`src/rtl/lcd_seq_pkg.sv`:
```
// lcd_seq_pkg: shared types, init ROM and timing-count helpers for the PmodCLP bus sequencer.
package lcd_seq_pkg;
  localparam int TIMER_W = 22;
  localparam int INIT_LEN = 4;
  typedef enum logic [2:0] {PWRUP, IDLE, SETUP, E_HIGH, HOLD, EXEC} state_t;
  typedef enum logic [2:0] {TM_SU, TM_EH, TM_H, TM_SHORT, TM_LONG, TM_PWR} timing_t;
  // Entry 0 in the low byte: function set, display on, clear, entry mode.
  localparam logic [INIT_LEN*8-1:0] INIT_ROM = {8'h06, 8'h01, 8'h0C, 8'h38};
  localparam logic [7:0] CMD_LONG_LO = 8'h01;
  localparam logic [7:0] CMD_LONG_HI = 8'h03;
  function automatic logic [TIMER_W-1:0] ns_to_cycles(int unsigned ns, int unsigned hz);
    logic [63:0] p;
    p = 64'(ns) * 64'(hz);
    return TIMER_W'((p + 64'd999_999_999) / 64'd1_000_000_000);
  endfunction
  function automatic logic [TIMER_W-1:0] timing_count(timing_t sel, int unsigned hz, bit sim);
    return sel == TM_SU    ? ns_to_cycles(40, hz) :
           sel == TM_EH    ? ns_to_cycles(250, hz) :
           sel == TM_H     ? ns_to_cycles(20, hz) :
           sel == TM_SHORT ? (sim ? TIMER_W'(40) : ns_to_cycles(40_000, hz)) :
           sel == TM_LONG  ? (sim ? TIMER_W'(200) : ns_to_cycles(1_640_000, hz)) :
                             (sim ? TIMER_W'(1000) : ns_to_cycles(30_000_000, hz));
  endfunction
  function automatic logic [7:0] init_byte(logic [1:0] idx);
    return INIT_ROM[{idx, 3'b000} +: 8];
  endfunction
  function automatic logic is_long_cmd(logic rs, logic [7:0] d);
    return !rs && d >= CMD_LONG_LO && d <= CMD_LONG_HI;
  endfunction
endpackage

```
`src/rtl/lcd_delay_timer.sv`:
```
// lcd_delay_timer: loadable down-counter; done while the count sits at zero.
module lcd_delay_timer
  import lcd_seq_pkg::*;
#(
  parameter logic [TIMER_W-1:0] RST_VALUE = '0
) (
  input  logic               clk,
  input  logic               reset,
  input  logic               load,
  input  logic [TIMER_W-1:0] load_value,
  output logic               done
);
  logic [TIMER_W-1:0] count;
  assign done = count == '0;
  always_ff @(posedge clk or negedge reset)
    if (!reset) count <= RST_VALUE;
    else count <= load ? load_value : done ? count : count - 1'b1;
endmodule

```
`src/rtl/lcd_bus_sequencer.sv`:
```
// lcd_bus_sequencer: owns the PmodCLP bus, runs LCD power-up init, then serves single-byte writes.
module lcd_bus_sequencer
  import lcd_seq_pkg::*;
#(
  parameter int unsigned CLK_FREQ_HZ = 100000000,
  parameter int unsigned SIMULATE    = 0
) (
  input  logic       clk,
  input  logic       reset,
  input  logic       req_valid,
  input  logic       req_rs,
  input  logic [7:0] req_data,
  output logic       req_ready,
  output logic       busy,
  output logic       init_done,
  output logic       PmodCLP_RS,
  output logic       PmodCLP_RW,
  output logic       PmodCLP_E,
  output logic [7:0] PmodCLP_DataBus
);
  localparam bit SIM = SIMULATE != 0;
  // Timer loads are count-1 so each state lasts exactly its count in cycles.
  localparam logic [TIMER_W-1:0] L_SU = timing_count(TM_SU, CLK_FREQ_HZ, SIM) - TIMER_W'(1);
  localparam logic [TIMER_W-1:0] L_EH = timing_count(TM_EH, CLK_FREQ_HZ, SIM) - TIMER_W'(1);
  localparam logic [TIMER_W-1:0] L_H = timing_count(TM_H, CLK_FREQ_HZ, SIM) - TIMER_W'(1);
  localparam logic [TIMER_W-1:0] L_SHORT = timing_count(TM_SHORT, CLK_FREQ_HZ, SIM) - TIMER_W'(1);
  localparam logic [TIMER_W-1:0] L_LONG = timing_count(TM_LONG, CLK_FREQ_HZ, SIM) - TIMER_W'(1);
  localparam logic [TIMER_W-1:0] L_PWR = timing_count(TM_PWR, CLK_FREQ_HZ, SIM) - TIMER_W'(1);
  state_t             state;
  logic [1:0]         idx;
  logic               long_q;
  logic               t_load;
  logic               t_done;
  logic [TIMER_W-1:0] t_value;
  logic               exec_fin;
  logic               next_init;
  logic               accept;
  logic               issue;
  logic               issue_rs;
  logic [7:0]         issue_data;
  assign exec_fin   = state == EXEC && t_done;
  assign next_init  = exec_fin && !init_done && idx != 2'(INIT_LEN - 1);
  // Ready in the final EXEC cycle lets a held request go out with no idle gap.
  assign req_ready  = state == IDLE || (exec_fin && !next_init);
  assign busy       = !req_ready;
  assign accept     = req_valid && req_ready;
  assign issue      = accept || next_init || (state == PWRUP && t_done);
  assign issue_rs   = accept ? req_rs : 1'b0;
  assign issue_data = accept ? req_data : init_byte(next_init ? idx + 2'd1 : 2'd0);
  assign PmodCLP_RW = 1'b0;
  assign t_load     = issue || (t_done && (state == SETUP || state == E_HIGH || state == HOLD));
  assign t_value    = issue ? L_SU : state == SETUP ? L_EH : state == E_HIGH ? L_H : long_q ? L_LONG : L_SHORT;
  lcd_delay_timer #(
    .RST_VALUE(L_PWR)
  ) u_timer (
    .clk       (clk),
    .reset     (reset),
    .load      (t_load),
    .load_value(t_value),
    .done      (t_done)
  );
  always_ff @(posedge clk or negedge reset)
    if (!reset) begin
      state           <= PWRUP;
      idx             <= '0;
      long_q          <= 1'b0;
      init_done       <= 1'b0;
      PmodCLP_RS      <= 1'b0;
      PmodCLP_E       <= 1'b0;
      PmodCLP_DataBus <= '0;
    end else begin
      if (issue) begin
        state           <= SETUP;
        PmodCLP_RS      <= issue_rs;
        PmodCLP_DataBus <= issue_data;
        long_q          <= is_long_cmd(issue_rs, issue_data);
      end else if (t_done) begin
        state <= state == SETUP ? E_HIGH : state == E_HIGH ? HOLD : state == HOLD ? EXEC :
                 state == EXEC ? IDLE : state;
      end
      if (t_done) PmodCLP_E <= state == SETUP;
      if (next_init) idx <= idx + 2'd1;
      if (exec_fin && !next_init) init_done <= 1'b1;
    end
endmodule

```
`config.mk`:
```
export PLATFORM = sky130hd
export DESIGN_NAME = lcd_bus_sequencer
export DESIGN_NICKNAME = d
export VERILOG_FILES = /design/src/rtl/lcd_seq_pkg.sv /design/src/rtl/lcd_delay_timer.sv /design/src/rtl/lcd_bus_sequencer.sv
export SDC_FILE = /design/constraint.sdc
export NUM_CORES = 1
export LEC_CHECK = 0
export ABC_AREA = 1
export CAP_MARGIN = 15
export CORE_AREA = 2 2 80 82
export DETAILED_ROUTE_END_ITERATION = 16
export DIE_AREA = 0 0 82 84
export PLACE_DENSITY = 0.58
export SETUP_SLACK_MARGIN = 0.02
export SLEW_MARGIN = 30
export SYNTH_ARGS = -nofsm -noshare
export SYNTH_HDL_FRONTEND = slang
export SYNTH_SLANG_ARGS = --single-unit
```
`constraint.sdc`:
```
create_clock -name clk -period 3.1 [get_ports clk]
set_input_delay 0.62 -clock clk [delete_from_list [all_inputs] [get_ports clk]]
set_output_delay 0.62 -clock clk [all_outputs]
set_load 0.02 [all_outputs]
```
# After elaboration in Yosys (flattened, before gate mapping)
# Index checks and enable logic that the tools add are counted.
[totals]
regBits = 39
latchBits = 0
ram_bits = 0
romBits = 0
out_inout_bits = 14
elab_cells = 59
memories = 0
[classes]
n_addsub = 2
multipliers = 0
n_div = 0
n_lt_le_gt_ge = 2
n_eq_ne = 7
n_shift = 1
muxes = 15
bitwise = 0
reduce_logical = 24
[op_table]
columns = ["cell", "n"]
rows = [
  ["$mux W18", 4],
  ["$mux W22", 2],
  ["$shiftx A32 B6 Y8 const A", 1],
  ["$logic_not A22 Y1", 1],
  ["$sub A22 B1 Y22 const B", 1],
  ["$mux W3", 6],
  ["$logic_and A1 B1 Y1", 9],
  ["$ge A8 B1 Y1 const B", 1],
  ["$le A8 B2 Y1 const B", 1],
  ["$mux W8", 1],
  ["$eq A3 B2 Y1 const B", 2],
  ["$eq A3 B3 Y1 const B", 2],
  ["$logic_or A1 B1 Y1", 6],
  ["$reduce_bool A5 Y1", 1],
  ["$logic_not A1 Y1", 4],
  ["$ne A2 B2 Y1 const B", 2],
  ["$eq A3 B1 Y1 const B", 1],
  ["$logic_not A3 Y1", 1],
  ["$add A2 B1 Y2 const B", 1],
  ["$mux W2", 1],
  ["$reduce_and A2 Y1", 1],
  ["$reduce_bool A2 Y1", 1],
  ["$mux W1", 1],
]

# Depth between registers and ports, before layout
[logic_depth]
depth_word = 12
depth_mapped = 15
ltp_nobuf = 15

# Cells and area by module
# From an unflattened synthesis, not the netlist that was laid out.
[hier_totals]
cells_unflattened = 326
hier_area_um2 = 2371.0
[modules_own_cells]
columns = ["mod", "instances", "cells_per_inst", "area_each_um2", "seq_area_each_um2"]
rows = [
  ["lcd_delay_timer", 1, 215, 1463.9, 569.3],
  ["lcd_bus_sequencer", 1, 111, 907.1, 425.4],
]

# Worst setup path before layout
# Ideal clock, no wire load.
[synth_timing]
path_kind = "reg2out"
from = "register u_timer.count[0]"
to = "output busy"
arrival_ns = 1.375
slack_ns = 1.105
stages_incl_launch_ff = 10
cell_sequence = "dfstp_2 > inv_1 > ha_1 > nand2_1 > nor2_2 > nand2_1 > nor2_1 > nand3_2 > nand2_4 > inv_1"
[synth_between]
elab_chain_cells = 8
[synth_rtl]
columns = ["element", "line", "text"]
rows = [
  ["start: declaration", "lcd_delay_timer.sv:13", "logic [TIMER_W-1:0] count;"],
  ["start signal: assignment", "lcd_delay_timer.sv:17", "else count <= load ? load_value : done ? count : count - 1'b1;"],
  ["$logic_not A22 Y1 (*)", "lcd_delay_timer.sv:14", "assign done = count == '0;"],
  ["$logic_and A1 B1 Y1 (*)", "lcd_bus_sequencer.sv:41", "assign exec_fin = state == EXEC && t_done;"],
  ["$logic_and A1 B1 Y1 (2 in a row)", "lcd_bus_sequencer.sv:42", "assign next_init = exec_fin && !init_done && idx != 2'(INIT_LEN - 1);"],
  ["$logic_not A1 Y1", "lcd_bus_sequencer.sv:44", "assign req_ready = state == IDLE || (exec_fin && !next_init);"],
  ["$logic_and A1 B1 Y1 (*)", "lcd_bus_sequencer.sv:44", ""],
  ["$logic_or A1 B1 Y1 (*)", "lcd_bus_sequencer.sv:44", ""],
  ["named net req_ready", "lcd_bus_sequencer.sv:13", "output logic req_ready,"],
  ["$logic_not A1 Y1 (*)", "lcd_bus_sequencer.sv:45", "assign busy = !req_ready;"],
  ["end: declaration", "lcd_bus_sequencer.sv:14", "output logic busy,"],
]
# The timed path passes the listed nets; every way through them passes the cells marked *.

# Worst setup path in the final report
[layout_timing]
from = "register u_timer.count[0]"
to = "output busy"
[layout_between]
elab_chain_cells = 8
[layout_rtl]
columns = ["element", "line"]
rows = [
  ["$logic_not A22 Y1 (*)", "lcd_delay_timer.sv:14"],
  ["$logic_and A1 B1 Y1 (*)", "lcd_bus_sequencer.sv:41"],
  ["$logic_and A1 B1 Y1 (2 in a row)", "lcd_bus_sequencer.sv:42"],
  ["$logic_not A1 Y1", "lcd_bus_sequencer.sv:44"],
  ["$logic_and A1 B1 Y1 (*)", "lcd_bus_sequencer.sv:44"],
  ["$logic_or A1 B1 Y1 (*)", "lcd_bus_sequencer.sv:44"],
  ["$logic_not A1 Y1 (*)", "lcd_bus_sequencer.sv:45"],
]
# Every way passes the cells marked *; elsewhere a longest branch is shown, timed or not.

==> implementation parameters <==
Parameter                              Value

Outcome
  Run status ... complete, no violations

Place
  Routability congestion estimate ... 0.831
  IO Port Bufs ... 24
  Placed Area ... roughly 2600 sq um
  Detailed Place HPWL ... roughly 3.7 mm

Job
  Max-cap violation count ... 0

Detailed routing
  Via density per instance ... around 4.7
  Number of antenna-violating nets in the routed design ... 0
  Violation count after the first detailed-route iteration ... 84
  Average wire length per cell after detail routing ... between 10 and 15 um
  Total length of routed wires ... around 5.1 mm
  DRC viols ... 0
  Number of vias in the routed layout ... 1886
  Number of detailed-routing iterations run before antenna repair ... 4

Pwr
  P per Cell Area ... 318 nW/um^2
  Leakage ... approximately 0.0013 uW
  Worst IR drop on VDD ... a little under 0.2 mV

Synth
  Synthesized Nets ... slightly above 300
  Sequential element share of the synthesized area ... 0.427
  Leading area contributor after synthesis ... dfrtp_1
  Synthesized instance count ... between 200 and 300
  Synth Cell Area ... roughly 2300 sq um
  Count of cell types in the netlist ... 34
  Mapped Avg Cell Area ... about 8.0 sq um
  Flop and latch count out of synthesis ... 39
  Largest cells by area after synthesis ... dfrtp_1, dfstp_2, nand2_1
  Yosys Warn Count ... 0
  Post-synth top area share ... 0.258

Critical path
  Critical Path Source ... u_timer.count[0]
  Arrival time at the worst endpoint ... between 1.5 and 2 ns
  Worst reg2reg path depth ... 14
  Beginning of the worst register-to-register path ... u_timer.count[0]
  Startpoint types ... flip-flop
  Crit path capture type ... output port
  Timing endpoint of the critical path ... busy
  Critical path type ... flip-flop to output port
  Data required time at the worst endpoint ... 2.48 ns
  Critical Path Fanout Max ... 9
  End of the worst register-to-register path ... u_timer.count[8]
  Worst R2R Setup Slack ... approximately 0.89 ns

Die
  Floorplan die width ... approximately 82 um
  Starting utilization of the core area ... 0.383
  Die Height ... 84 um
  Count of pins on the block boundary ... 26
  Total core area ... between 6000 and 7000 sq um
  # rows ... 29
  Die footprint ... 6890 sq um

STA
  Total negative slack ... 0 ns
  Final Setup Violations ... 0
  Clock skew after layout ... ~0.0091 ns
  Final Hold Viols ... 0
  Final critical-path share of the clock period ... 0.834
  Max frequency ... 387 MHz
  Unrepaired setup endpoints after global routing ... false
  Clock period minus final worst setup slack ... about 2.6 ns
  Max Transition Viols Final ... 0

Clock tree
  Clock latency reported for the late side of the worst-skew pair ... approximately 0.29 ns
  Max Root-Sink Buffers ... 2
  Post-CTS clock slew at the launch and capture registers of the worst setup and hold paths ... about 0.08 ns
  Number of clock sinks seen by CTS ... 39
  CTS H-tree lvls ... 2
  Number of gates given a new drive strength after cts ... 0
  Num CTS Buffers ... 5
  CTS hold repair buffers ... 0
  Clk root buf ... clkbuf_8
  Clock tree from TritonCTS ... built
  # Post-CTS Setup Buffers ... 0

Global routing
  Grt ovf ... 0
  Via count of the first global-routing pass ... 1873
  Gr usage total ... 0.166
  Antenna violations before repair ... 0
  Pin count of the biggest net entering global routing ... 40
  Global-route wire length before repair ... about 8.8 mm

Final layout
  Area of the multi-input gates ... roughly 1200 sq um
  Fill cells ... 646
  Synth-to-Final Area Change ... 16.8%
  Register area ... 995 sq um
  Nets@finish ... between 300 and 400
  # diodes ... 0
  Fraction of final layout cells sized beyond drive strength 1 ... 0.161
  Final Instance Area ... 2730 sq um

Min path
  Kind of path behind the tightest hold check ... input port to asynchronous set/reset pin
-- layout by cell type, fill, tap and decap left out, types with 4 or more instances in the layout --
| master | netlist | routed |
|---|---|---|
| clkbuf_8 | 0 | 5 |
| xnor2_1 | 10 | 10 |
| a21oi_1 | 13 | 13 |
| or2_2 | 4 | 4 |
| clkdlybuf4s50_1 | 0 | 21 |
| nand3_1 | 17 | 17 |
| nor3_1 | 10 | 10 |
| nor2_1 | 43 | 43 |
| dfrtp_1 | 24 | 24 |
| nand2_1 | 71 | 71 |
| nor3_2 | 5 | 5 |
| o21ai_0 | 5 | 5 |
| inv_1 | 28 | 28 |
| nor2_2 | 4 | 4 |
| xor2_1 | 7 | 7 |
| dfstp_2 | 15 | 15 |
-- cells by family (layout without fill, tap and decap cells) --
group           count (synthesis)  count (layout)  share of synthesized area
xor+xnor                       17              17                     0.0638
compound gates                 25              25                     0.0638
buf+inv                        35              64                     0.0671
simple gates                  173             173                      0.361
flops                          39              39                      0.427
other cells                     1               1                    0.00161
fa+ha+maj                       3               3                     0.0161
-- Yosys cell counts (all sizes together) --
library cell  instances
nand3                19
nor3b                 1
xnor2                10
a211oi                1
nor4                  3
nor3                 15
nand3b                1
nor2                 50
a22o                  3
nand4                 3
or2                   4
dfstp                15
buf                   4
nand2                77
ha                    3
a21oi                13
inv                  31
o211ai                2
xor2                  7
conb                  1
dfrtp                24
o21ai                 6
-- power breakdown --
part	leakage (uW)	internal [uW]	total, uW	switching [uW]
Sequential	0.000450	510	510	0
Combinational	0.000794	12.0	27.0	15.0
Clock	0.0000422	158	330	172
-- worst min path at each step --
stage / start / to / slack, ns
after floorplan: reset / PmodCLP_DataBus[0] / 0.32
after global placement: PmodCLP_DataBus[2] / PmodCLP_DataBus[2] / 0.47
after detailed placement: PmodCLP_E / PmodCLP_E / 0.47
after CTS: reset / PmodCLP_E / 0.47
after global routing: reset / u_timer.count[13] / 0.33
final: reset / u_timer.count[13] / 0.30
-- state kept, by name, summed over array words and instances, names as in the netlist --
register	flops
PmodCLP_DataBus	8
PmodCLP_RS	1
state	3
PmodCLP_E	1
long_q	1
u_timer.count	22
init_done	1
idx	2
-- routing by layer --
| metal | global-route usage | vias to the layer above | wire [um] |
|---|---|---|---|
| met5 | 0 | - | 0 |
| met1 | 0.220 | 872 | 2490 |
| met2 | 0.268 | 20 | 2450 |
| met3 | 0.0368 | 4 | 128 |
| li1 | - | 990 | - |
| met4 | 0.0455 | 0 | 63 |
-- stage by stage --
stage	utilization	setup slack [ns]	total power [uW]	instances	hold WS [ns]
global route	0.447	0.293	908	399	0.327
detailed placement	0.432	0.469	546	391	0.469
CTS	0.446	0.122	884	399	0.471
finish	0.447	0.513	867	399	0.295
floorplan	-	1.11	521	293	0.324
global placement	0.432	0.497	546	391	0.466
-- area by class of cell --
| cell class | instances | area share |
|---|---|---|
| well taps | 77 | 0.0354 |
| multi-input cells | 219 | 0.433 |
| flip-flops and latches | 39 | 0.365 |
| repair buffers | 25 | 0.0918 |
| clock inverters | 1 | 0.00184 |
| inverters | 31 | 0.0445 |
| clock buffers | 7 | 0.0280 |
-- critical path, stage by stage, from the launching register on --
cell,delay (ns)
dfstp_2,0.36
inv_1,0.12
ha_1,0.20
nand2_1,0.07
nor2_2,0.17
nand2_1,0.08
nor2_1,0.16
nand3_2,0.12
nand2_4,0.14
inv_1,0.05
dlymetal6s2s_1,0.20
(Power assumes the default switching activity.)
